<file path="config.mk">
export PLATFORM = sky130hd
export DESIGN_NAME = mode_shift_reg_flat
export DESIGN_NICKNAME = d
export VERILOG_FILES = /design/src/rtl/mode_shift_reg_if.sv /design/src/rtl/mode_shift_reg.sv /design/src/flat_wrapper.sv
export SDC_FILE = /design/constraint.sdc
export NUM_CORES = 1
export LEC_CHECK = 0
export ABC_AREA = 1
export CAP_MARGIN = 20
export CORE_MARGIN = 3
export CORE_UTILIZATION = 40
export CTS_CLUSTER_DIAMETER = 150
export DETAILED_ROUTE_END_ITERATION = 6
export GPL_TIMING_DRIVEN = 0
export PLACE_DENSITY = 0.59
export SLEW_MARGIN = 20
export SYNTH_ARGS = -nofsm -noshare
export SYNTH_HDL_FRONTEND = slang
export SYNTH_SLANG_ARGS = --single-unit
</file>
<file path="constraint.sdc">
create_clock -name clk -period 9.3 [get_ports clk]
set_input_delay 1.86 -clock clk [delete_from_list [all_inputs] [get_ports clk]]
set_output_delay 1.86 -clock clk [all_outputs]
set_load 0.03 [all_outputs]
</file>
<file path="src/rtl/mode_shift_reg_if.sv">
// Control/data bundle for mode_shift_reg. The dir signal exists only when
// MODE_SHIFT_REG_DIR_EN is defined.
interface mode_shift_reg_if #(
    parameter int OUT_W = 8,
    parameter int WIN_W = 4,
    parameter int CNT_W = 7
);
    logic             en;
    logic [1:0]       mode;
    logic             d;
    logic [WIN_W-1:0] win_sel;
`ifdef MODE_SHIFT_REG_DIR_EN
    logic             dir;
`endif
    logic [OUT_W-1:0] out;
    logic             serial_out;
    logic [CNT_W-1:0] fill_cnt;
    logic             full;

`ifdef MODE_SHIFT_REG_DIR_EN
    modport master (output en, mode, d, win_sel, dir,
                    input  out, serial_out, fill_cnt, full);
    modport slave  (input  en, mode, d, win_sel, dir,
                    output out, serial_out, fill_cnt, full);
`else
    modport master (output en, mode, d, win_sel,
                    input  out, serial_out, fill_cnt, full);
    modport slave  (input  en, mode, d, win_sel,
                    output out, serial_out, fill_cnt, full);
`endif
endinterface

</file>
<file path="src/rtl/mode_shift_reg.sv">
// Multi-mode DEPTH-bit shift register (hold/shift-in/rotate/clear) with a saturating
// fill counter and a registered OUT_W-bit window. MODE_SHIFT_REG_DIR_EN adds a dir input.
module mode_shift_reg #(
    parameter int DEPTH = 96,
    parameter int OUT_W = 8,
    parameter int WIN_W = 4,
    parameter int CNT_W = 7
) (
    input  logic            clk,
    input  logic            reset,
    mode_shift_reg_if.slave bus
);
    localparam int NUM_WIN = DEPTH / OUT_W;
    localparam logic [CNT_W-1:0] CNT_MAX = CNT_W'(DEPTH);

    typedef enum logic [1:0] {
        MODE_HOLD  = 2'b00,
        MODE_SHIFT = 2'b01,
        MODE_ROT   = 2'b10,
        MODE_CLR   = 2'b11
    } mode_e;

    mode_e            mode_w;
    logic             dir_w;
    logic [DEPTH-1:0] sr_q, sr_d;
    logic [CNT_W-1:0] fill_cnt_q, fill_cnt_d;
    logic [OUT_W-1:0] out_q, out_d;
    logic [OUT_W-1:0] win_w [NUM_WIN];

    assign mode_w = mode_e'(bus.mode);

`ifdef MODE_SHIFT_REG_DIR_EN
    assign dir_w = bus.dir;
`else
    assign dir_w = 1'b0;
`endif

    always_comb begin
        sr_d       = sr_q;
        fill_cnt_d = fill_cnt_q;
        if (bus.en) begin
            case (mode_w)
                MODE_SHIFT: begin
                    sr_d = dir_w ? {bus.d, sr_q[DEPTH-1:1]} : {sr_q[DEPTH-2:0], bus.d};
                    if (fill_cnt_q < CNT_MAX)
                        fill_cnt_d = fill_cnt_q + CNT_W'(1);
                end
                MODE_ROT:
                    sr_d = dir_w ? {sr_q[0], sr_q[DEPTH-1:1]} : {sr_q[DEPTH-2:0], sr_q[DEPTH-1]};
                MODE_CLR: begin
                    sr_d       = '0;
                    fill_cnt_d = '0;
                end
                default: begin
                    sr_d       = sr_q;
                    fill_cnt_d = fill_cnt_q;
                end
            endcase
        end
    end

    for (genvar gi = 0; gi < NUM_WIN; gi++) begin : g_win
        assign win_w[gi] = sr_q[gi*OUT_W +: OUT_W];
    end

    // Out-of-range window indices fall through to zero.
    always_comb begin
        out_d = '0;
        for (int i = 0; i < NUM_WIN; i++) begin
            if (bus.win_sel == WIN_W'(i))
                out_d = win_w[i];
        end
    end

    always_ff @(posedge clk or posedge reset) begin
        if (reset) begin
            sr_q       <= '0;
            fill_cnt_q <= '0;
            out_q      <= '0;
        end else begin
            sr_q       <= sr_d;
            fill_cnt_q <= fill_cnt_d;
            out_q      <= out_d;
        end
    end

    assign bus.out        = out_q;
    assign bus.serial_out = dir_w ? sr_q[0] : sr_q[DEPTH-1];
    assign bus.fill_cnt   = fill_cnt_q;
    assign bus.full       = (fill_cnt_q == CNT_MAX);
endmodule

</file>
<file path="src/flat_wrapper.sv">
// flat-port wrapper written by rule: the top's interface ports become plain ports
module mode_shift_reg_flat 
#(
    parameter int DEPTH = 96,
    parameter int OUT_W = 8,
    parameter int WIN_W = 4,
    parameter int CNT_W = 7
)
  (clk, reset, bus_en, bus_mode, bus_d, bus_win_sel, bus_out, bus_serial_out, bus_fill_cnt, bus_full);
  mode_shift_reg_if #(.OUT_W(OUT_W), .WIN_W(WIN_W), .CNT_W(CNT_W)) bus_i ();
  input  logic clk;
  input  logic reset;
  input wire logic [$bits(bus_i.en)-1:0] bus_en;
  input wire logic [$bits(bus_i.mode)-1:0] bus_mode;
  input wire logic [$bits(bus_i.d)-1:0] bus_d;
  input wire logic [$bits(bus_i.win_sel)-1:0] bus_win_sel;
  output wire logic [$bits(bus_i.out)-1:0] bus_out;
  output wire logic [$bits(bus_i.serial_out)-1:0] bus_serial_out;
  output wire logic [$bits(bus_i.fill_cnt)-1:0] bus_fill_cnt;
  output wire logic [$bits(bus_i.full)-1:0] bus_full;
  assign bus_i.en = bus_en;
  assign bus_i.mode = bus_mode;
  assign bus_i.d = bus_d;
  assign bus_i.win_sel = bus_win_sel;
  assign bus_out = bus_i.out;
  assign bus_serial_out = bus_i.serial_out;
  assign bus_fill_cnt = bus_i.fill_cnt;
  assign bus_full = bus_i.full;
  mode_shift_reg #(.DEPTH(DEPTH), .OUT_W(OUT_W), .WIN_W(WIN_W), .CNT_W(CNT_W)) u_core (.clk(clk), .reset(reset), .bus(bus_i));
endmodule
</file>
==> results of run 1 <==
[layout make-up]
cell class              count  area [µm²]
fillers                  1290        6654
flip-flops and latches    111        2778
multi-input cells         465        2198
repair buffers             27       287.8
clock buffers              11       242.7
inverters                  59       226.5
well taps                 172       215.2
plain buffers              40       170.2
clock inverters             5       103.9
[critical path, cell delays in order (launching register included)]
cell and delay, ns:
dfrtp_1 0.41, inv_1 0.12, ha_1 0.16, nand4_1 0.09, nor2_1 0.09, clkdlybuf4s50_1 0.68
[layer usage]
metal | track usage, % | vias to the layer above | share of wire (%)
met4 | 4.622 | 0 | 1.3
met1 | 29.22 | 2334 | 48
met5 | 0 | - | 0
li1 | - | 2309 | -
met3 | 4.643 | 16 | 4.9
met2 | 30.59 | 125 | 45
[logic make-up after synthesis]
family / synth area share, %
and+or+nand+nor: 35.15
DFF: 51.75
buffers and inverters: 7.296
AOI/OAI and AO/OA: 5.175
adders and majority gates: 0.4661
xor gates and xnor gates: 0.1632
[per-stage QoR]
step | hold slack, ns | instance area, µm² | std cells | power, W | setup slack (ns)
3_3_place_gp | 0.4764 | 5843 | 873 | 0.0006381 | 2.898
5_1_grt | 0.5513 | 6222 | 890 | 0.001131 | 5.421
6_report | 0.5088 | 6222 | 890 | 0.001084 | 5.533
3_5_place_dp | 0.4866 | 5876 | 874 | 0.0006417 | 5.502
4_1_cts | 0.5074 | 6222 | 890 | 0.001094 | 5.514
2_1_floorplan | 0.4687 | 5368 | 675 | 0.0005935 | 4.509
[placed cells by master (no fill, tap or decap)]
cell type	netlist	final
clkbuf_1	24	25
clkdlybuf4s50_1	0	26
nor2_4	5	5
dfrtp_1	111	111
clkbuf_16	0	9
buf_16	0	1
nor2_1	26	26
o211ai_1	1	1
inv_6	0	2
clkinv_2	0	1
nor3b_1	1	1
ha_1	2	2
o21ai_1	5	5
nor2_2	5	5
o21ai_0	35	35
inv_1	53	52
nor3_1	4	4
a21oi_4	1	1
bufinv_16	0	3
a21oi_1	9	9
xor2_1	1	1
buf_4	1	1
o21ai_2	1	1
inv_2	6	6
nand2_2	2	2
nand2_1	151	151
nand3_1	205	205
nand4_1	11	11
buf_2	13	13
buf_1	2	2
clkbuf_8	0	1
[flip-flops by register name, summed over array words and instances, names as in the netlist]
| register | count |
|---|---|
| u_core.bus.fill_cnt | 7 |
| u_core.sr_q | 96 |
| u_core.bus.out | 8 |
[final timing paths]
check | slack, ns | end | depth (start not counted) | startpoint
max reg2reg | 7.79 | u_core.bus.fill_cnt[6] | 9 | u_core.bus.fill_cnt[5]
min reg2reg | 0.51 | u_core.sr_q[88] | 2 | u_core.sr_q[87]
min in group asynchronous | 1.84 | u_core.sr_q[17] | 2 | reset
min | 0.51 | u_core.sr_q[88] | 2 | u_core.sr_q[87]
max in group asynchronous | 6.78 | u_core.sr_q[72] | 3 | reset
max | 5.53 | bus_full | 5 | u_core.bus.fill_cnt[0]
[where the power goes]
group | internal, W | leakage, nW | switching, W
Clock | 0.000271 | 0.170 | 0.000180
Sequential | 0.000496 | 1.54 | 0.0000110
Combinational | 0.0000375 | 1.29 | 0.0000884
Total | 0.000805 | 3.00 | 0.000279
==> qor.tcl, run 1 <==
set qor(outcome) {finished clean}
set qor(ant_nets) 0
set qor(maxSlewViolCount) 0
set qor(power-per-cell-area_mw_per_mm2) 174.2
set qor(synth_top_flop_cell) {dfrtp_1}
set qor(synth.top_cell.area_share_pct) 51.75
set qor(post_synth_edffs) 0
set qor(drt-vias-per-instance) 5.375
set qor(syn_area_mm2) 0.005368
set qor(worst_slew_pin_slew_ns) 0.5728
set qor(worst_skew_pair.late_latency_ns) 0.36
set qor(remaining_drc_errors) 0
set qor(initial_utilization_pct) 41.69
set qor(total_wire_length_um) 13930
set qor(layout-drive-gt1-share_pct) 7.103
set qor(design.portCount) 27
set qor(cts_made_buffers) 9
set qor(vias) 4784
set qor(cts.path.max_buffers) 2
set qor(place.port_buffers) 26
set qor(num-nets-final) 725
set qor(timing.final.crit_period_ns) 3.767
set qor(routedWlPerCell_um) 15.65
set qor(hold_viol_final) 0
set qor(n_antenna_cell) 0
set qor(cts_setup_buffers) 0
set qor(yosys_top_cell_by_area) {dfrtp_1}
set qor(timing.critical_path.required_ns) 7.44
set qor(path_clk_slew_ns) 0.07
set qor(finalClockSkew_ns) 0.007393
set qor(first_pass_grt_wire_length_um) 23290
set qor(floorplan.die.width_um) 121.8
set qor(layout-area-overhead-vs-synth_pct) 15.92
set qor(vdd_ir_drop_max_mv) 0.1393
set qor(antenna_violations_before_repair) 0
set qor(drt-initial-drc-count) 407
set qor(ys_seq_area_share_pct) 51.75
set qor(fin_util_pct) 48.32
set qor(synth.top_cells.by_area) {dfrtp_1, nand3_1, nand2_1}
set qor(p_leak_nw) 2.997
set qor(share_of_synthesized_flip_flops_with_an_asynchronous_set_or_reset_pct) 100.0
set qor(worst-endpoint-arrival_ns) 1.91
set qor(critPathCaptureType) {output pin}
set qor(worstHoldPathType) {flip-flop to flip-flop}
set qor(synth_seq_cells) 111
set qor(syn_area_per_cell_um2) 7.952
set qor(worstPathMaxFanout) 4
set qor(cts_max_level) 3
set qor(synthMostInstantiatedCell) {nand3_1}
set qor(die-area_mm2) 0.01485
set qor(fin_setup_tns_ns) 0
set qor(critical_path_start_type) {flip-flop}
set qor(critPathKind) {flip-flop to output pin}
set qor(drt_pre_antenna_iters) 5
set qor(first_global_vias) 4447
set qor(placeableCoreArea_mm2) 0.01288
set qor(cts-root-buf) {clkbuf_16}
set qor(synthTopCellsByCount) {nand3_1, nand2_1, dfrtp_1, inv_1, o21ai_0}
set qor(post-route-period-util_pct) 40.51
set qor(postSynthNetCount) 687
set qor(syn-instance-count) 675
set qor(tritoncts) {yes}
set qor(synthesis.yosys.warnings) 0
set qor(finalWeightedCongestion) 0.8675
set qor(clock_sink_count) 111
set qor(max_cap_viol_count) 0
set qor(grt_max_degree) 80
set qor(cts_hold_buf) 0
set qor(placementRows) 41
set qor(setup_repair_after_global_routing_missed_its_margin) {no}
set qor(die_height_um) 121.8
set qor(gr-usage-all-layers_pct) 20.07
set qor(fmaxAchievable_mhz) 265.4
set qor(setup_violations) 0
set qor(worst_slew_margin_pct) 61.81
set qor(dpl.hpwl_um) 9794
set qor(post_synth_num_cell_types) 24
set qor(postCtsResizedCells) 0
set qor(overflow) 0
No activity file was read; power rests on OpenSTA's default activity.
==> run 2, diff against run 1 <==
--- a/config.mk
+++ b/config.mk
@@ -12,7 +12,7 @@
 export CTS_CLUSTER_DIAMETER = 150
 export DETAILED_ROUTE_END_ITERATION = 6
 export GPL_TIMING_DRIVEN = 0
-export PLACE_DENSITY = 0.59
+export PLACE_DENSITY = 0.61
 export SLEW_MARGIN = 20
 export SYNTH_ARGS = -nofsm -noshare
 export SYNTH_HDL_FRONTEND = slang
==> constraint.sdc (replaced) <==
create_clock -name clk -period 3.31 [get_ports clk]
set_input_delay 0.662 -clock clk [delete_from_list [all_inputs] [get_ports clk]]
set_output_delay 0.662 -clock clk [all_outputs]
set_load 0.03 [all_outputs]
==> qor.tcl, run 2 (same netlist as run 1, synthesis figures left out) <==
set qor(crit_cells) 5 ;# unchanged
set qor(path_clk_slew_ns) 0.07 ;# about the same
set qor(timing.rr.end) {u_core.bus.fill_cnt[5]} ;# was u_core.bus.fill_cnt[6]
set qor(worst_slew_pin_slew_ns) 0.7263 ;# was 0.5728 ns
set qor(timing.hold.ws_ns) 0.5069 ;# was 0.5088 ns
set qor(cts_setup_buffers) 0 ;# unchanged
set qor(grt_max_degree) 34 ;# was 80
set qor(critPathLaunch) {u_core.bus.fill_cnt[0]} ;# unchanged
set qor(cts_made_buffers) 9 ;# unchanged
set qor(slowest_delay_ns) 0.67 ;# was 0.68 ns
set qor(reg2regPathDepth) 8 ;# was 9
set qor(fin_util_pct) 48.28 ;# was 48.32%
set qor(cts_max_level) 3 ;# unchanged
set qor(worst_path_dominant_cell_family) {buffers and inverters} ;# unchanged
set qor(placement_setup_slack_ns) 0.7109 ;# was 5.502 ns
set qor(p_leak_nw) 2.985 ;# was 2.997 nW
set qor(max_cap_viol_count) 0 ;# unchanged
set qor(most_common_cell_after_layout_fill_and_taps_aside) {nand3_1} ;# unchanged
set qor(remaining_drc_errors) 0 ;# unchanged
set qor(critPathCaptureType) {output pin} ;# unchanged
set qor(clock_sink_count) 111 ;# unchanged
set qor(postCtsResizedCells) 0 ;# unchanged
set qor(finalClockSkew_ns) 0.007657 ;# was 0.007393 ns
set qor(antenna_violations_before_repair) 0 ;# unchanged
set qor(die_height_um) 121.8 ;# unchanged
set qor(timing.final.crit_period_ns) 2.576
set qor(post-route-period-util_pct) 77.83
set qor(vias) 4755 ;# was 4784
set qor(drt-vias-per-instance) 5.331 ;# was 5.375
set qor(timing.critical_path.required_ns) 2.65 ;# was 7.44 ns
set qor(vdd_ir_drop_max_mv) 0.3170 ;# was 0.1393 mV
set qor(reg2reg_slack_ns) 1.80 ;# was 7.79 ns
set qor(ant_nets) 0 ;# unchanged
set qor(total_wire_length_um) 13890 ;# was 13930 µm
set qor(worstPathMaxFanout) 4 ;# unchanged
set qor(worst-endpoint-arrival_ns) 1.91 ;# about the same
set qor(worstReg2RegStart) {u_core.bus.fill_cnt[5]} ;# unchanged
set qor(n_antenna_cell) 0 ;# unchanged
set qor(path_cells) {inv_1, ha_1, nand4_1, nor2_1, clkdlybuf4s50_1} ;# unchanged
set qor(placementRows) 41 ;# unchanged
set qor(routedWlPerCell_um) 15.57 ;# was 15.65 µm
set qor(cp_num_buf_inv) 2 ;# unchanged
set qor(maxSlewViolCount) 0 ;# unchanged
set qor(num-nets-final) 727 ;# was 725
set qor(worst_skew_pair.late_latency_ns) 0.36 ;# about the same
set qor(drt-initial-drc-count) 468 ;# was 407
set qor(layout-drive-gt1-share_pct) 7.222 ;# was 7.103%
set qor(gr-usage-all-layers_pct) 19.73 ;# was 20.07%
set qor(dpl.hpwl_um) 10010 ;# was 9794 µm
set qor(critical_path_start_type) {flip-flop} ;# unchanged
set qor(critPathKind) {flip-flop to output pin} ;# unchanged
set qor(fin_setup_tns_ns) 0 ;# unchanged
set qor(number_of_flip_flops_in_the_largest_register) 96 ;# unchanged
set qor(floorplan.die.width_um) 121.8 ;# unchanged
set qor(cts.path.max_buffers) 2 ;# unchanged
set qor(layout-area-overhead-vs-synth_pct) 15.80 ;# was 15.92%
set qor(placeableCoreArea_mm2) 0.01288 ;# unchanged
set qor(fmaxAchievable_mhz) 388.2
set qor(power-per-cell-area_mw_per_mm2) 465.4 ;# was 174.2 mW/mm²
set qor(setup_ws_ns) 0.7339 ;# was 5.533 ns
set qor(worst_slew_margin_pct) 51.48 ;# was 61.81%
set qor(placedCellCount) 876 ;# was 874
set qor(layout.cells.most_common_list) {nand3_1, nand2_1, dfrtp_1} ;# unchanged
set qor(outcome) {finished clean} ;# unchanged
set qor(largest-register) {u_core.sr_q} ;# unchanged
set qor(finalNonFillerCells) 892 ;# was 890
set qor(cts_hold_buf) 0 ;# unchanged
set qor(tritoncts) {yes} ;# unchanged
set qor(worstHoldPathType) {flip-flop to flip-flop} ;# unchanged
set qor(finalWeightedCongestion) 0.8397 ;# was 0.8675
set qor(setup_repair_after_global_routing_missed_its_margin) {no} ;# unchanged
set qor(drt_pre_antenna_iters) 5 ;# unchanged
set qor(final.fill_count) 1252 ;# was 1290
set qor(slowest_cell_on_the_critical_path) {clkdlybuf4s50_1} ;# unchanged
set qor(cts-root-buf) {clkbuf_16} ;# unchanged
set qor(first_pass_grt_wire_length_um) 22820 ;# was 23290 µm
set qor(setup.worst_path.end) {bus_full} ;# unchanged
set qor(place.port_buffers) 26 ;# unchanged
set qor(hold_viol_final) 0 ;# unchanged
set qor(first_global_vias) 4418 ;# was 4447
set qor(die-area_mm2) 0.01485 ;# unchanged
set qor(initial_utilization_pct) 41.69 ;# unchanged
set qor(overflow) 0 ;# unchanged
set qor(setup_violations) 0 ;# unchanged
set qor(design.portCount) 27 ;# unchanged
[run 2: power by group]
part	switching, W	internal [W]
logic	0.000249	0.000110
clock network	0.000498	0.000611
registers	0.0000313	0.00139
[run 2: how the worst min path moves through the flow]
stage                               start              end  slack [ns]  cells after the start
final                     u_core.sr_q[57]  u_core.sr_q[58]        0.51                      2
after global routing      u_core.sr_q[62]  u_core.sr_q[63]        0.54                      2
after CTS                 u_core.sr_q[87]  u_core.sr_q[88]        0.51                      2
after detailed placement  u_core.sr_q[87]  u_core.sr_q[88]        0.49                      2
after global placement    u_core.sr_q[87]  u_core.sr_q[88]        0.48                      2
after floorplan           u_core.sr_q[16]  u_core.sr_q[17]        0.47                      2
[run 2: per-layer routing]
metal | vias up | routed length, µm | global-route usage (%)
met4 | 0 | 288 | 6.162
met1 | 2297 | 6658 | 28.18
met3 | 26 | 611 | 5.107
met5 | - | 0 | 0
met2 | 112 | 6331 | 29.52
li1 | 2320 | - | -
[run 2: cell type report]
cell class	count	area [µm²]	area share (%)
tap	172	215.2	3.462
sequential	111	2778	44.69
clock buffer	12	246.5	3.965
buffer	40	170.2	2.738
multi-input combinational	465	2198	35.37
inverter	59	225.2	3.623
timing repair buffer	29	327.8	5.274
clock inverter	4	55.05	0.8857
[run 2: through the flow]
| step | power [W] | instance area [µm²] |
|---|---|---|
| 3_3_place_gp | 0.001793 | 5847 |
| 5_1_grt | 0.003014 | 6216 |
| 6_report | 0.002893 | 6216 |
| 3_5_place_dp | 0.001809 | 5914 |
| 2_1_floorplan | 0.001668 | 5371 |
| 4_1_cts | 0.002919 | 6216 |
[run 2: tightest hold or removal path: stages, from the launching register on]
cell and delay (ns):
dfrtp_1 0.35, nand3_1 0.07, nand2_1 0.05
